--- config.mk ---
export PLATFORM = sky130hd
export DESIGN_NAME = if_fetch_buffer_flat
export DESIGN_NICKNAME = d
export VERILOG_FILES = /design/src/rtl/if_fetch_buffer_pkg.sv /design/src/rtl/if_fetch_buffer_if.sv /design/src/rtl/if_fetch_buffer_fetch_fifo.sv /design/src/rtl/if_fetch_buffer.sv /design/src/flat_wrapper.sv
export SDC_FILE = /design/constraint.sdc
export NUM_CORES = 1
export LEC_CHECK = 0
export BUFFER_PORTS_ARGS = -buffer_cell sky130_fd_sc_hd__buf_2
export CORE_ASPECT_RATIO = 0.9
export CORE_MARGIN = 2
export CORE_UTILIZATION = 50
export CTS_CLUSTER_SIZE = 30
export DETAILED_ROUTE_END_ITERATION = 10
export PLACE_DENSITY = 0.75
export SYNTH_ARGS = -nofsm -noshare
export SYNTH_HDL_FRONTEND = slang
export SYNTH_SLANG_ARGS = --single-unit
--- constraint.sdc ---
create_clock -name clk -period 6.25 [get_ports clk]
set_input_delay 0.9375 -clock clk [delete_from_list [all_inputs] [get_ports clk]]
set_output_delay 0.9375 -clock clk [all_outputs]
set_load 0.03 [all_outputs]
--- src/rtl/if_fetch_buffer_pkg.sv ---
// if_fetch_buffer_pkg: shared widths, NOP encoding and the fetch FIFO entry type
// Contents: XLEN, NOP_INST, fetch_entry_t {pc, inst, misalign}
package if_pkg;
    localparam int XLEN = 32;
    localparam logic [XLEN-1:0] NOP_INST = 32'h0000_0013;
    typedef struct packed {
        logic [XLEN-1:0] pc;
        logic [XLEN-1:0] inst;
        logic            misalign;
    } fetch_entry_t;
endpackage

--- src/rtl/if_fetch_buffer_if.sv ---
// if_fetch_buffer_if: instruction-memory and IF/ID handshake bundle
// imem_*: request/grant/response to instruction memory
// out_*:  valid/ready head entry toward the IF/ID register
// master = fetch buffer side, slave = memory/pipeline side
interface if_fetch_buffer_if #(
    parameter int XLEN = 32
);
    logic            imem_req;
    logic [XLEN-1:0] imem_addr;
    logic            imem_gnt;
    logic            imem_rvalid;
    logic [XLEN-1:0] imem_rdata;
    logic            out_valid;
    logic            out_ready;
    logic [XLEN-1:0] out_pc;
    logic [XLEN-1:0] out_inst;
    logic            out_misalign;
    modport master (
        output imem_req, imem_addr, out_valid, out_pc, out_inst, out_misalign,
        input  imem_gnt, imem_rvalid, imem_rdata, out_ready
    );
    modport slave (
        input  imem_req, imem_addr, out_valid, out_pc, out_inst, out_misalign,
        output imem_gnt, imem_rvalid, imem_rdata, out_ready
    );
endinterface

--- src/rtl/if_fetch_buffer_fetch_fifo.sv ---
// fetch_fifo: DEPTH-entry synchronous FIFO of fetch entries with flush
// clk/rst: clock, async active-high reset
// flush: empties the FIFO, overriding push/pop
// push/din: write entry; pop: advance head; head/count: current head and occupancy
module fetch_fifo
    import if_pkg::*;
#(
    parameter int DEPTH = 2
) (
    input  logic                     clk,
    input  logic                     rst,
    input  logic                     flush,
    input  logic                     push,
    input  logic                     pop,
    input  fetch_entry_t             din,
    output fetch_entry_t             head,
    output logic [$clog2(DEPTH):0]   count
);
    localparam int AW = $clog2(DEPTH);
    localparam int CW = AW + 1;
    fetch_entry_t mem [DEPTH];
    logic [AW-1:0] rd_ptr, wr_ptr;
    always_ff @(posedge clk or posedge rst) begin
        if (rst) begin
            for (int i = 0; i < DEPTH; i++) mem[i] <= '0;
            rd_ptr <= '0;
            wr_ptr <= '0;
            count  <= '0;
        end else if (flush) begin
            rd_ptr <= '0;
            wr_ptr <= '0;
            count  <= '0;
        end else begin
            if (push) begin
                mem[wr_ptr] <= din;
                wr_ptr      <= wr_ptr + 1'b1;
            end
            if (pop) rd_ptr <= rd_ptr + 1'b1;
            count <= count + CW'(push) - CW'(pop);
        end
    end
    assign head = mem[rd_ptr];
endmodule

--- src/rtl/if_fetch_buffer.sv ---
// if_fetch_buffer: instruction-fetch front end between PC register and IF/ID
// clk, rst: clock, async active-high reset
// pc_in: current PC; pc_ce: PC register enable; redirect: branch/jump taken
// bus (master): imem request/grant/response and out valid/ready head entry
// Optional: define FETCH_MISALIGN_CHK_EN to turn misaligned PCs into NOP entries
module if_fetch_buffer
    import if_pkg::*;
#(
    parameter int DEPTH = 2,
    parameter int XLEN  = 32
) (
    input  logic            clk,
    input  logic            rst,
    input  logic [XLEN-1:0] pc_in,
    output logic            pc_ce,
    input  logic            redirect,
    if_fetch_buffer_if.master bus
);
`ifdef FETCH_MISALIGN_CHK_EN
    localparam logic MIS_EN = 1'b1;
`else
    localparam logic MIS_EN = 1'b0;
`endif
    localparam int CW = $clog2(DEPTH) + 1;
    logic [CW-1:0]   count;
    logic            pending, drop;
    logic [XLEN-1:0] pend_pc;
    logic            misalign, mis_push, accept, resp_push, pop;
    fetch_entry_t    push_data, head;
    assign misalign  = MIS_EN && (pc_in[1:0] != 2'b00);
    // Credit counts the in-flight fetch so a response always has a free slot
    assign bus.imem_req  = !rst && !redirect && !misalign && ((int'(count) + int'(pending)) < DEPTH);
    assign bus.imem_addr = pc_in;
    assign accept    = bus.imem_req && bus.imem_gnt;
    // Misaligned PCs bypass memory; waiting for pending keeps FIFO order
    assign mis_push  = !rst && !redirect && misalign && !pending && (int'(count) < DEPTH);
    assign resp_push = bus.imem_rvalid && pending && !drop && !redirect;
    assign pop       = bus.out_valid && bus.out_ready && !redirect;
    assign pc_ce     = accept || redirect || mis_push;
    always_comb
        push_data = resp_push ? fetch_entry_t'{pc: pend_pc, inst: bus.imem_rdata, misalign: 1'b0}
                              : fetch_entry_t'{pc: pc_in, inst: NOP_INST, misalign: 1'b1};
    always_ff @(posedge clk or posedge rst) begin
        if (rst) begin
            pending <= 1'b0;
            drop    <= 1'b0;
            pend_pc <= '0;
        end else begin
            pending <= accept || (pending && !bus.imem_rvalid);
            // Only a response still outstanding after the redirect needs dropping
            drop    <= redirect ? (pending && !bus.imem_rvalid) : (drop && !(pending && bus.imem_rvalid));
            if (accept) pend_pc <= pc_in;
        end
    end
    fetch_fifo #(.DEPTH(DEPTH)) u_fifo (
        .clk   (clk),
        .rst   (rst),
        .flush (redirect),
        .push  (resp_push || mis_push),
        .pop   (pop),
        .din   (push_data),
        .head  (head),
        .count (count)
    );
    assign bus.out_valid    = count != '0;
    assign bus.out_pc       = head.pc;
    assign bus.out_inst     = head.inst;
    assign bus.out_misalign = head.misalign && MIS_EN;
endmodule

--- src/flat_wrapper.sv ---
// flat-port wrapper written by rule: the top's interface ports become plain ports
module if_fetch_buffer_flat import if_pkg::*;
#(
    parameter int DEPTH = 2,
    parameter int XLEN  = 32
)
  (clk, rst, pc_in, pc_ce, redirect, bus_imem_req, bus_imem_addr, bus_out_valid, bus_out_pc, bus_out_inst, bus_out_misalign, bus_imem_gnt, bus_imem_rvalid, bus_imem_rdata, bus_out_ready);
  if_fetch_buffer_if #(.XLEN(XLEN)) bus_i ();
  input  logic clk;
  input  logic rst;
  input  logic [XLEN-1:0] pc_in;
  output logic pc_ce;
  input  logic redirect;
  output wire logic [$bits(bus_i.imem_req)-1:0] bus_imem_req;
  output wire logic [$bits(bus_i.imem_addr)-1:0] bus_imem_addr;
  output wire logic [$bits(bus_i.out_valid)-1:0] bus_out_valid;
  output wire logic [$bits(bus_i.out_pc)-1:0] bus_out_pc;
  output wire logic [$bits(bus_i.out_inst)-1:0] bus_out_inst;
  output wire logic [$bits(bus_i.out_misalign)-1:0] bus_out_misalign;
  input wire logic [$bits(bus_i.imem_gnt)-1:0] bus_imem_gnt;
  input wire logic [$bits(bus_i.imem_rvalid)-1:0] bus_imem_rvalid;
  input wire logic [$bits(bus_i.imem_rdata)-1:0] bus_imem_rdata;
  input wire logic [$bits(bus_i.out_ready)-1:0] bus_out_ready;
  assign bus_imem_req = bus_i.imem_req;
  assign bus_imem_addr = bus_i.imem_addr;
  assign bus_out_valid = bus_i.out_valid;
  assign bus_out_pc = bus_i.out_pc;
  assign bus_out_inst = bus_i.out_inst;
  assign bus_out_misalign = bus_i.out_misalign;
  assign bus_i.imem_gnt = bus_imem_gnt;
  assign bus_i.imem_rvalid = bus_imem_rvalid;
  assign bus_i.imem_rdata = bus_imem_rdata;
  assign bus_i.out_ready = bus_out_ready;
  if_fetch_buffer #(.DEPTH(DEPTH), .XLEN(XLEN)) u_core (.clk(clk), .rst(rst), .pc_in(pc_in), .pc_ce(pc_ce), .redirect(redirect), .bus(bus_i));
endmodule
== Word level (Yosys, flattened, before mapping) ==
Index checks and enable logic that the tools add are counted.

* Flip-flop bits (word level): 168
* Bits in latches: 0
* RAM bits: 0
* ROM bits: 0
* Bits of input ports: 70
* Output and inout port bits: 100
* Word-level logic and storage cells: 59
* Memories kept: 0

* Add/sub/neg operators: 5
* Multipliers: 0
* Divide/modulo/power cells: 0
* Order comparisons: 4
* Equality and inequality tests: 0
* Shifts and indexed selects: 0
* Mux-type cells: 13
* Bitwise gates (word level): 3
* Reduce and logical (&&, ||, !) cells: 22

{| class="wikitable"
|+ Operator list
! cell !! count
|-
| two-way mux 65 bit || 5
|-
| bitwise mux 130 bit || 1
|-
| demux 65 bit (select 1 bit) || 1
|-
| < comparator 32 x 3 -> 1 bit, second input constant || 1
|-
| logical AND 1 bit || 11
|-
| nonzero test 2 bit || 3
|-
| logical NOT 1 bit || 5
|-
| two-way mux 1 bit || 5
|-
| >= comparator 2 bit, second input constant || 2
|-
| NOT 1 -> 2 bit || 2
|-
| adder 2 x 1 -> 3 bit || 1
|-
| adder 1 bit, second input constant || 2
|-
| adder 2 x 1 -> 2 bit || 1
|-
| logical OR 1 bit || 2
|-
| < comparator 2 x 1 -> 1 bit, second input constant || 1
|-
| two-way mux 2 bit || 1
|-
| AND reduction 2 bit || 1
|-
| subtractor 2 x 1 -> 2 bit || 1
|-
| NOT 1 bit || 1
|}

== Longest topological paths before layout ==
* Word-level depth: 6
* Depth in mapped cells: 8

== By module ==
A second synthesis with hierarchy kept.

* Cells, all modules: 551
* Area total of the unflattened synthesis: 8146.6 µm²

{| class="wikitable"
|+ Modules (own cells, without submodules)
! module !! instances !! cells each !! area each (µm²) !! sequential area each (µm²)
|-
| fetch_fifo || 1 || 364 || 5835.6 || 3353.2
|-
| if_fetch_buffer || 1 || 187 || 2311.0 || 850.8
|}

== Least setup slack after synthesis ==
OpenSTA, ideal clock, no wires.

* Kind: input -> output
* Start: input rst
* End: output pc_ce
* Arrival time: 2.512 ns
* Required time: 5.312 ns
* Slack: 2.800 ns
* Cell stages on the path: 4
* Buffers on the path: 1
* Cell sequence: a2111oi_2 -> nand2_1 -> buf_2 -> nand2b_1

* Longest elaborated chain between the ends: 5

{| class="wikitable"
|+ RTL lines
! item !! RTL line !! source
|-
| start, declared || flat_wrapper.sv:10 || <nowiki>input logic rst;</nowiki>
|-
| logical NOT 1 bit || -- ||
|-
| logical AND 1 bit || -- ||
|-
| logical AND 1 bit || if_fetch_buffer.sv:32 || <nowiki>assign bus.imem_req = !rst && !redirect && !misalign && ((int'(count) + int'(pending)) < DEPTH);</nowiki>
|-
| logical AND 1 bit || if_fetch_buffer.sv:34 || <nowiki>assign accept = bus.imem_req && bus.imem_gnt;</nowiki>
|-
| logical OR 1 bit || if_fetch_buffer.sv:39 || <nowiki>assign pc_ce = accept || redirect || mis_push;</nowiki>
|-
| end, declared || flat_wrapper.sv:12 || <nowiki>output logic pc_ce;</nowiki>
|}

No other way between the ends.

== Final worst setup path ==
* Start: register u_core.u_fifo.rd_ptr
* End: output bus_out_inst[27]

* Longest elaborated chain between the ends: 4

{| class="wikitable"
|+ RTL lines
! item !! RTL line !! source
|-
| start, declared || if_fetch_buffer_fetch_fifo.sv:22 || <nowiki>logic [AW-1:0] rd_ptr, wr_ptr;</nowiki>
|-
| start signal, assigned || if_fetch_buffer_fetch_fifo.sv:38 || <nowiki>if (pop) rd_ptr <= rd_ptr + 1'b1;</nowiki>
|-
| NOT 1 -> 2 bit (not written as such) || if_fetch_buffer_fetch_fifo.sv:42 || <nowiki>assign head = mem[rd_ptr];</nowiki>
|-
| two-way mux 65 bit (not written as such) (3 in a row) || if_fetch_buffer_fetch_fifo.sv:42 ||
|-
| end, declared || flat_wrapper.sv:18 || <nowiki>output wire logic [$bits(bus_i.out_inst)-1:0] bus_out_inst;</nowiki>
|}

No other way between the ends. The select of a mux whose other input is x is not followed.

==> flow_summary.yaml <==
synth:
  ys_types: 24
  synth_edf_count: 0
  yosys-top-cells-count: "166 x dfrtp_1, 164 x mux2_2, 60 x mux2_1"
  yosysTopAreaCellShare_pct: 57.2
  synthAdderAreaFrac_pct: 0.344
  synth-simple-area-share_pct: 1.19
  yosysSeqAreaShare_pct: 57.2
  synth_top_family_by_area: "multiplexers"
  synth_compound_area_share_pct: 0.620
  synth_xor_area_share_pct: 0.362
  synthArstFlopShare_pct: 100
  synth.largest_area_cell: "dfrtp_1"
  synth_area_per_cell_sq_um: 15.3
  yosys_warnings: 0
  synth_area_leaders: "dfrtp_1 57%, mux2_2 25%, mux2_1 9.3%"
  synth_mux_area_share_pct: 34.7
  synth.most_common_cell: "dfrtp_1"
  ys_ff_latch: 166
  synth_area_sq_um: 7270
  netlist_instances: 475
  synth_fp_nets: 547
  synthFlopType: "dfrtp_1"
power:
  p_comb_share_pct: 30.4
  p_clk_share_pct: 27.8
  totalPowerFinal_mw: 3.49
  p_sw_mw: 1.17
  internal_power_mw: 2.33
  leakagePower_nw: 4.28
  power.share.switching_pct: 33.4
  ir_drop_mv: 0.297
  power.density_nw_per_um2: 408
  p_seq_share_pct: 41.8
critical_path:
  cp_max_fo: 35
  crit_type: "register to primary output"
  cp_top_family: "flip-flops"
  cp_slowest_stage_delay_ps: 850
  cp-start-kind: "register"
  cp.arrival_ps: 2500
  end_kind: "primary output"
  cp_data_required_time_ps: 5310
  critical_path_buf_inv_count: 2
  crit_path_cell_trace: "buf_4 > mux2_2 > buf_2"
  cp_slowest_cell: "dfrtp_2"
route:
  first_iter_violations: 145
  drc: 0
  via_per_inst: 5.14
  wl_per_cell_microns: 17.0
  wirelength_microns: 13900
  final_antenna_net_count: 0
  vias: 4197
  drt_first_pass_iters: 4
floorplanning:
  die_w_microns: 131
  rows: 41
  start_util_pct: 51.5
  die_area_sq_um: 15500
  boundaryPins: 170
  die_y_microns: 118
  coreArea_sq_um: 14100
sta:
  rsz0062_at_grt: "false"
  postLayoutSetupSlackWorst_ps: 2810
  tns_ps: 0
  holdWs_ps: 482
  tightest_slew_ps: 953
  final-hold-violation-count: 0
  period_needed_ps: 3440
  slew_headroom_pct: 36.3
  clock-skew-final_ps: 6.57
  max_freq_mhz: 290
  fin_crit_sh_pct: 55.1
  setup_viol: 0
  final_max_slew_viol_count: 0
cts:
  clock-sinks: 166
  clock_path_buffers: 2
  cts_max_level: 4
  postCtsSetupRepairBufs: 0
  hold_buffers: 0
  cts_buffers: 17
  cts_root_buf: "clkbuf_16"
  clk_latency_ps: 420
  cts_resized: 0
  clk_pin_slew_ps: 60
  cts_tree: "built"
placement:
  place_area_sq_um: 8010
  gp_congestion: 0.725
  hpwl_microns: 9150
  place_ws_ps: 2760
  port-buffer-count: 168
final_layout:
  seq_area_sq_um: 4160
  multi_input_area_sq_um: 2720
  fillCellCount: 1110
  fin_area_sq_um: 8570
  drive_gt1_share_pct: 60.1
  antenna_cells: 0
  fin_nets: 683
  area_growth_pct: 17.9
global_routing:
  grt_pass1_vias: 4648
  grt_first_pass_wirelength_microns: 22500
  grt_usage_pct: 18.7
  antenna_found_initial: 0
  grt_max_degree: 110
  grt-ovfl-total: 0
hold_path:
  hp-class: "register to register"
flow_run:
  drv_cap: 0
outcome:
  status: "completed"
per-stage QoR:
step           std cells  util [%]
6_report             817      60.7
5_1_grt              817      60.7
3_3_place_gp         785      56.8
4_1_cts              817      60.7
2_1_floorplan        475         -
3_5_place_dp         785      56.8
state kept, by name, indices dropped and copies added, names as in the netlist:
register	count
u_core.u_fifo.count	2
u_core.pend_pc	32
u_core.u_fifo.wr_ptr	1
u_core.pending	1
u_core.u_fifo.mem	128
u_core.u_fifo.rd_ptr	1
u_core.drop	1
layout by cell type, fill, tap and decap left out:
cell / count
ha_1: 2
clkinv_2: 6
nand3_1: 1
nand2_2: 1
clkbuf_16: 17
clkinv_4: 1
conb_1: 1
mux2_1: 60
o21ai_0: 4
nor2_1: 4
buf_4: 5
nand2b_1: 1
inv_1: 2
dfrtp_2: 1
xnor2_1: 1
clkbuf_8: 6
or3_1: 1
inv_6: 1
nand2_1: 1
or2_2: 1
clkinvlp_4: 1
nor2b_1: 1
clkbuf_1: 1
a2111oi_2: 1
a21oi_1: 2
mux2_2: 164
dfrtp_1: 165
nor4_4: 1
nand4_4: 1
xor2_1: 2
buf_2: 168
path summary, 6_finish.rpt:
path | start | endpoint | slack (ps) | depth (start not counted)
setup / recovery | u_core.u_fifo.rd_ptr | bus_out_inst[27] | 2810 | 3
hold / removal | u_core.u_fifo.mem[118] | u_core.u_fifo.mem[118] | 480 | 1
setup reg to reg | u_core.drop | u_core.u_fifo.mem[55] | 4010 | 4
hold reg to reg | u_core.u_fifo.mem[118] | u_core.u_fifo.mem[118] | 480 | 1
max in group asynchronous | rst | u_core.u_fifo.mem[99] | 4160 | 3
min in group asynchronous | rst | u_core.u_fifo.count[0] | 740 | 2
layout make-up:
class,count,area share [%]
flip-flops and latches,166,48.5
repair buffers,173,10.2
well taps,193,2.82
clock buffers,24,5.97
multi-input cells,250,31.7
clock inverters,8,0.540
inverters,3,0.190
routing by layer:
| layer | vias to the layer above | share of wire [%] | GRT usage [%] |
|---|---|---|---|
| li1 | 1912 | - | - |
| met2 | 112 | 51 | 32.1 |
| met5 | - | 0 | 0 |
| met1 | 2153 | 43 | 22.7 |
| met3 | 20 | 4.9 | 5.07 |
| met4 | 0 | 1.6 | 6.38 |
power by group through the flow:
stage	registers, mW	logic [mW]	clock network [mW]
6_report	1.46	1.06	0.970
5_1_grt	1.49	1.13	1.05
4_1_cts	1.46	1.08	0.993
3_5_place_dp	1.48	1.07	0
3_3_place_gp	1.45	1.05	0
2_1_floorplan	1.43	0.830	0
logic make-up (layout without fill, tap and decap cells):
group           Yosys count  in the layout
other cells               1              1
mux                     224            224
buf+inv                  59            208
flops                   166            166
xor+xnor                  3              3
fa+ha+maj                 2              2
compound gates            7              7
simple gates             13             13
Power figures use the tool's default switching activity.
